==> src/rtl/tile_seq_loader.sv <==
// Tile sequence loader: packs one tile's reference and query base streams into
// BLOCK_WIDTH-base BRAM words, appends bounding pad words, then pulses done.

module tile_seq_loader_lane #(
    parameter int          TILE_SIZE       = 512,
    parameter int          BLOCK_WIDTH     = 8,
    parameter logic [3:0]  PAD             = 4'hF,
    parameter int          LOG_TILE_SIZE   = $clog2(TILE_SIZE),
    parameter int          LOG_BLOCK_WIDTH = $clog2(BLOCK_WIDTH),
    parameter int          AW              = LOG_TILE_SIZE - LOG_BLOCK_WIDTH,
    parameter int          DW              = 4 * BLOCK_WIDTH
) (
    input  logic                   clk,
    input  logic                   rst,
    input  logic                   clear,
    input  logic                   run,
    input  logic                   pad_go,
    input  logic [LOG_TILE_SIZE:0] len,
    input  logic                   valid,
    input  logic [3:0]             base,
    output logic                   ready,
    output logic                   wen,
    output logic [AW-1:0]          addr,
    output logic [DW-1:0]          din,
    output logic                   data_done,
    output logic                   pad_pend
);
    localparam logic [LOG_TILE_SIZE:0] TILE_LEN = (LOG_TILE_SIZE+1)'(TILE_SIZE);
    localparam logic [DW-1:0]          PAD_WORD = {BLOCK_WIDTH{PAD}};

    logic [LOG_TILE_SIZE:0]   count;
    logic [LOG_TILE_SIZE:0]   len_q;
    logic [LOG_TILE_SIZE:0]   len_sat;
    logic [LOG_TILE_SIZE:0]   count_next;
    logic [DW-1:0]            word;
    logic [DW-1:0]            word_next;
    logic [LOG_BLOCK_WIDTH-1:0] idx;
    logic                     accept;
    logic                     flush;

    assign len_sat    = (len > TILE_LEN) ? TILE_LEN : len;
    assign ready      = run && (count < len_q);
    assign accept     = valid && ready;
    assign idx        = count[LOG_BLOCK_WIDTH-1:0];
    assign count_next = count + {{LOG_TILE_SIZE{1'b0}}, accept};
    assign data_done  = (count_next == len_q);
    assign flush      = accept && ((idx == LOG_BLOCK_WIDTH'(BLOCK_WIDTH-1)) || (count_next == len_q));

    always_comb begin
        word_next = word;
        if (accept) begin
            word_next[{idx, 2'b00} +: 4] = base;
        end
    end

    // The packer is refilled with pad after every write, so a partial final
    // word already carries its terminating pad nibbles.
    always_ff @(posedge clk or negedge rst) begin
        if (!rst) begin
            count    <= '0;
            len_q    <= '0;
            word     <= '0;
            pad_pend <= 1'b0;
            wen      <= 1'b0;
            addr     <= '0;
            din      <= '0;
        end else if (clear) begin
            count    <= '0;
            len_q    <= len_sat;
            word     <= PAD_WORD;
            pad_pend <= (len_sat[LOG_BLOCK_WIDTH-1:0] == '0) && (len_sat < TILE_LEN);
            wen      <= 1'b0;
        end else begin
            wen   <= 1'b0;
            count <= count_next;
            if (flush) begin
                wen  <= 1'b1;
                addr <= count[LOG_TILE_SIZE-1:LOG_BLOCK_WIDTH];
                din  <= word_next;
                word <= PAD_WORD;
            end else begin
                word <= word_next;
            end
            if (pad_go && pad_pend) begin
                wen      <= 1'b1;
                addr     <= len_q[LOG_TILE_SIZE-1:LOG_BLOCK_WIDTH];
                din      <= PAD_WORD;
                pad_pend <= 1'b0;
            end
        end
    end
endmodule

module tile_seq_loader #(
    parameter int         TILE_SIZE       = 512,
    parameter int         LOG_TILE_SIZE   = $clog2(TILE_SIZE),
    parameter int         BLOCK_WIDTH     = 8,
    parameter int         LOG_BLOCK_WIDTH = $clog2(BLOCK_WIDTH),
    parameter logic [3:0] REF_PAD         = 4'hF,
    parameter logic [3:0] QRY_PAD         = 4'hE
) (
    input  logic                                     clk,
    input  logic                                     rst,
    input  logic                                     start,
    input  logic [LOG_TILE_SIZE:0]                   ref_len,
    input  logic [LOG_TILE_SIZE:0]                   qry_len,
    input  logic                                     ref_valid,
    output logic                                     ref_ready,
    input  logic [3:0]                               ref_base,
    input  logic                                     qry_valid,
    output logic                                     qry_ready,
    input  logic [3:0]                               qry_base,
    output logic                                     rwr_wen,
    output logic [LOG_TILE_SIZE-LOG_BLOCK_WIDTH-1:0] rwr_addr,
    output logic [4*BLOCK_WIDTH-1:0]                 rwr_din,
    output logic                                     qwr_wen,
    output logic [LOG_TILE_SIZE-LOG_BLOCK_WIDTH-1:0] qwr_addr,
    output logic [4*BLOCK_WIDTH-1:0]                 qwr_din,
    output logic                                     load,
    output logic                                     busy,
    output logic                                     done,
    output logic [1:0]                               state_dbg
);
    // Handshake: a base moves when valid && ready at a rising clk edge; ready
    // never depends on valid, and valid may be raised or dropped freely.
    localparam logic [1:0] IDLE = 2'd0;
    localparam logic [1:0] LOAD = 2'd1;
    localparam logic [1:0] PAD  = 2'd2;
    localparam logic [1:0] FIN  = 2'd3;

    logic [1:0] state;
    logic [1:0] state_next;
    logic       clear;
    logic       r_done, q_done, r_pend, q_pend;

    assign clear     = (state == IDLE) && start;
    assign load      = (state == LOAD) || (state == PAD);
    assign busy      = (state != IDLE);
    assign done      = (state == FIN);
    assign state_dbg = state;

    // PAD lingers until pending pad writes have been issued, so FIN lands in
    // the cycle right after the last registered write becomes visible.
    always_comb begin
        state_next = state;
        case (state)
            IDLE: if (start) state_next = LOAD;
            LOAD: if (r_done && q_done) state_next = PAD;
            PAD:  if (!r_pend && !q_pend) state_next = FIN;
            FIN:  state_next = IDLE;
            default: state_next = IDLE;
        endcase
    end

    always_ff @(posedge clk or negedge rst) begin
        if (!rst) state <= IDLE;
        else      state <= state_next;
    end

    tile_seq_loader_lane #(.TILE_SIZE(TILE_SIZE), .BLOCK_WIDTH(BLOCK_WIDTH), .PAD(REF_PAD)) u_ref (
        .clk(clk), .rst(rst), .clear(clear), .run(state == LOAD), .pad_go(state == PAD),
        .len(ref_len), .valid(ref_valid), .base(ref_base), .ready(ref_ready),
        .wen(rwr_wen), .addr(rwr_addr), .din(rwr_din), .data_done(r_done), .pad_pend(r_pend)
    );

    tile_seq_loader_lane #(.TILE_SIZE(TILE_SIZE), .BLOCK_WIDTH(BLOCK_WIDTH), .PAD(QRY_PAD)) u_qry (
        .clk(clk), .rst(rst), .clear(clear), .run(state == LOAD), .pad_go(state == PAD),
        .len(qry_len), .valid(qry_valid), .base(qry_base), .ready(qry_ready),
        .wen(qwr_wen), .addr(qwr_addr), .din(qwr_din), .data_done(q_done), .pad_pend(q_pend)
    );
endmodule

==> config.mk <==
export PLATFORM = sky130hd
export DESIGN_NAME = tile_seq_loader
export DESIGN_NICKNAME = d
export VERILOG_FILES = /design/src/rtl/tile_seq_loader.sv
export SDC_FILE = /design/constraint.sdc
export NUM_CORES = 1
export LEC_CHECK = 0
export CAP_MARGIN = 25
export CORE_MARGIN = 2
export CORE_UTILIZATION = 28
export DETAILED_ROUTE_END_ITERATION = 6
export DONT_BUFFER_PORTS = 1
export PLACE_DENSITY_LB_ADDON = 0.12
export SLEW_MARGIN = 0
export SYNTH_ARGS = -nofsm -noshare
export SYNTH_HDL_FRONTEND = slang
export SYNTH_HIERARCHICAL = 1
export SYNTH_SLANG_ARGS = --single-unit
==> constraint.sdc <==
create_clock -name clk -period 12.2 [get_ports clk]
set_clock_uncertainty 0.15 [all_clocks]
set_input_delay 2.44 -clock clk [delete_from_list [all_inputs] [get_ports clk]]
set_output_delay 2.44 -clock clk [all_outputs]
set_load 0.02 [all_outputs]
==> results.toml <==
[drt]
post_drt_wl_per_cell_um = 18.4
wl_met2_um = 10900
highest_layer = "met4"
drtPass1Iterations = 5
vias = 6033
drt_iter0_drc = 288
wl_met3_um = 1180
drcViolationCount = 0
ant_nets = 0
vias_per_cell = 4.73
drt-total-wl_um = 23500
drt-met1-wl_um = 11200

[critical_path]
path_max_fanout = 39
critPathLaunchType = "flop"
critPathKind = "flop to flop"
arrival_ns = 5.41
endpoint_kind = "flop"
worstPathRequired_ns = 12.37

[layout]
layout.nets = 885
final_layout_size_suffix_gt1_share_pct = 13.8
finish.utilization_pct = 31.6
area_growth_pct = 10.6
nFillCells = 3425

[placed_design]
dpl.hpwl_um = 15700
gp_congestion = 0.760
dp_slack_ns = 6.60
io_buffers = 0

[global_route]
antenna_found_initial = 0
grt_usage_pct = 13.9
grt_max_degree = 187
grt_pass1_vias = 6294
grt_first_pass_wirelength_um = 38000
grt_overflow = 0

[clock_tree]
cts_tree = "done"
cts_buffers = 17
root_buffer = "clkbuf_16"
clkLatencyLatePin_ns = 0.44
holdBufCountCts = 0
cts.reportedPaths.clkPinSlew_ns = 0.07
cts-htree-levels = 4
post-cts-setup-buffer-count = 0
ctsResizeCount = 0
cts.path.max_buffers = 2
clkSinkCount = 186

[power]
switching_share_pct = 38.3
clock_power_share_pct = 26.4
p_seq_share_pct = 43.1
power.internal_mw = 1.37
p_switching_mw = 0.850
p_per_area_nw_per_um2 = 215
leakage_nw = 4.23
vdd_drop_max_uv = 100
combinationalPowerShare_pct = 30.6

[logic_synthesis]
synth_edf_count = 0
yosysTopAreaCell = "dfrtp_1"
synth-main-ff-cell = "dfrtp_1"
syn_nets = 911
synth_area_leaders = "dfrtp_1, mux2i_1, ha_1"
ys_seq_area_share_pct = 49.8
ys_ff_latch = 186
avgSynthCellArea_sq_um = 11.1
syn-cell-area_sq_um = 9340
ys.warnings.count = 6
ys_async_sr_fraction_pct = 100
syn_inst = 845
synth_top_area_share_pct = 49.8
synth_cell_types = 70

[floorplan]
start_util_pct = 28.6
die_w_um = 187
die_y_um = 187
core_area_sq_um = 32700
rows = 66
dieArea_sq_um = 34800
num_io_pins = 118

[timing]
max_freq_ghz = 0.191
setup-tns-final_ns = 0
fin_crit_ns = 5.24
drv_slew = 0
finalHoldViolCount = 0
timing.final.ws_setup_ns = 6.96
worst_pin_slew_ns = 0.884
setup_viol = 0
finalCritPeriodShare_pct = 43.0
rsz0062_at_grt = "no"
relSlewSlack_pct = 40.9

[min_path]
hold_class = "flop to flop"

[job]
drv_cap = 0

[status]
status = "completed"
cell families (layout without fill, tap and decap cells):
family	Yosys count	count (layout)	synth area share (%)
flip-flops	186	186	49.8
multiplexers	96	96	11.2
buffers and inverters	88	75	4.25
AO/OA/AOI/OAI	144	144	12.5
XOR/XNOR	29	29	3.31
adder cells (fa/ha/maj)	33	33	4.42
AND/OR/NAND/NOR	269	269	14.5
other	0	1	0
flip-flops by register name, summed over array words and instances (netlist names):
register	cells
u_ref/len_q	10
u_ref/addr	6
u_ref/pad_pend	1
u_qry/len_q	10
u_ref/word	32
u_qry/din	32
u_ref/din	32
u_qry/wen	1
u_qry/count	10
u_qry/addr	6
u_qry/word	32
u_ref/wen	1
state_dbg	2
u_ref/count	10
u_qry/pad_pend	1
power by group through the flow:
stage	combinational (mW)	clock (mW)	sequential, mW
4_1_cts	0.686	0.611	0.963
3_3_place_gp	0.679	0	0.973
6_report	0.678	0.585	0.956
2_1_floorplan	0.554	0	0.924
5_1_grt	0.767	0.631	0.980
3_5_place_dp	0.681	0	0.974
cells in the final DEF (no fill, tap or decap), types with 5 or more instances in the layout:
cell         n
or3_1        7
a21oi_1      9
nand2_1    106
a2bb2oi_1   22
clkbuf_16   17
mux2_4      10
nor4_1       5
nor2b_1     14
inv_1       38
nand3b_1    16
inv_6        5
dfrtp_1    186
xor2_1       7
ha_1        33
nor2_1      43
buf_4        5
o21ai_0     41
nand3_1     32
o2111ai_1    9
o221a_2      6
mux2i_1     57
nand2b_1     8
xnor2_1     18
mux2_2      29
a2bb2oi_2   10
nor3_1      11
metrics by stage:
step / power, mW / instance area [sq um] / hold slack (ns) / std cells
after CTS: 2.26 / 10300 / 0.356 / 1274
after global routing: 2.38 / 10300 / 0.377 / 1274
final: 2.22 / 10300 / 0.349 / 1275
after global placement: 1.65 / 9720 / 0.329 / 1242
after detailed placement: 1.66 / 9720 / 0.331 / 1242
after floorplan: 1.48 / 9340 / 0.308 / 845
final timing paths:
check	slack [ns]	start	depth (start not counted)	end
max	6.96	u_qry/count[3]$_DFF_PN0_	16	u_qry/addr[2]$_DFFE_PN0P_
min	0.35	u_ref/word[3]$_DFF_PN0_	2	u_ref/word[3]$_DFF_PN0_
max reg2reg	6.96	u_qry/count[3]$_DFF_PN0_	16	u_qry/addr[2]$_DFFE_PN0P_
min reg2reg	0.35	u_ref/word[3]$_DFF_PN0_	2	u_ref/word[3]$_DFF_PN0_
max in group asynchronous	9.87	rst	0	u_ref/addr[0]$_DFFE_PN0P_
min in group asynchronous	1.55	rst	0	u_qry/addr[3]$_DFFE_PN0P_
critical path, stage by stage (launching register included):
cell	delay (ns)
dfrtp_1	0.50
ha_1	0.36
a21o_1	0.19
a211oi_2	0.26
o21ai_2	0.18
a21oi_1	0.61
and2_1	0.39
ha_1	0.25
ha_1	0.27
xnor2_1	0.24
o311ai_1	0.15
nor4b_2	0.28
nand4b_1	0.21
nor3_2	0.28
o221ai_4	0.12
buf_4	0.32
mux2_4	0.36
cell type report:
type | count | area [sq um] | share of cell area [%]
flip-flops and latches | 186 | 4650 | 45.0
clock inverters | 13 | 158 | 1.53
inverters | 38 | 143 | 1.38
clock buffers | 19 | 453 | 4.38
diodes | 1 | 2.50 | 0.0242
repair buffers | 5 | 37.5 | 0.363
multi-input cells | 571 | 4330 | 41.9
well taps | 442 | 553 | 5.35
Yosys cell counts (5+ instances only):
cell       instances
dfrtp_1          186
nand2_1          106
mux2i_1           57
nor2_1            43
o21ai_0           41
inv_1             38
ha_1              33
nand3_1           32
mux2_2            29
a2bb2oi_1         22
clkbuf_1          20
xnor2_1           18
nand3b_1          16
buf_2             14
nor2b_1           14
nor3_1            11
a21oi_1           10
a2bb2oi_2         10
mux2_4            10
o2111ai_1          9
buf_1              8
nand2b_1           8
or3_1              7
xor2_1             7
o221a_2            6
nor4_1             5
per-layer routing:
| metal | vias to the layer above | GRT usage [%] |
|---|---|---|
| li1 | 2951 | - |
| met1 | 2939 | 19.2 |
| met2 | 134 | 21.9 |
| met3 | 9 | 3.48 |
| met4 | 0 | 3.30 |
| met5 | - | 0 |
Note: power is estimated with default switching activity, not from simulation.
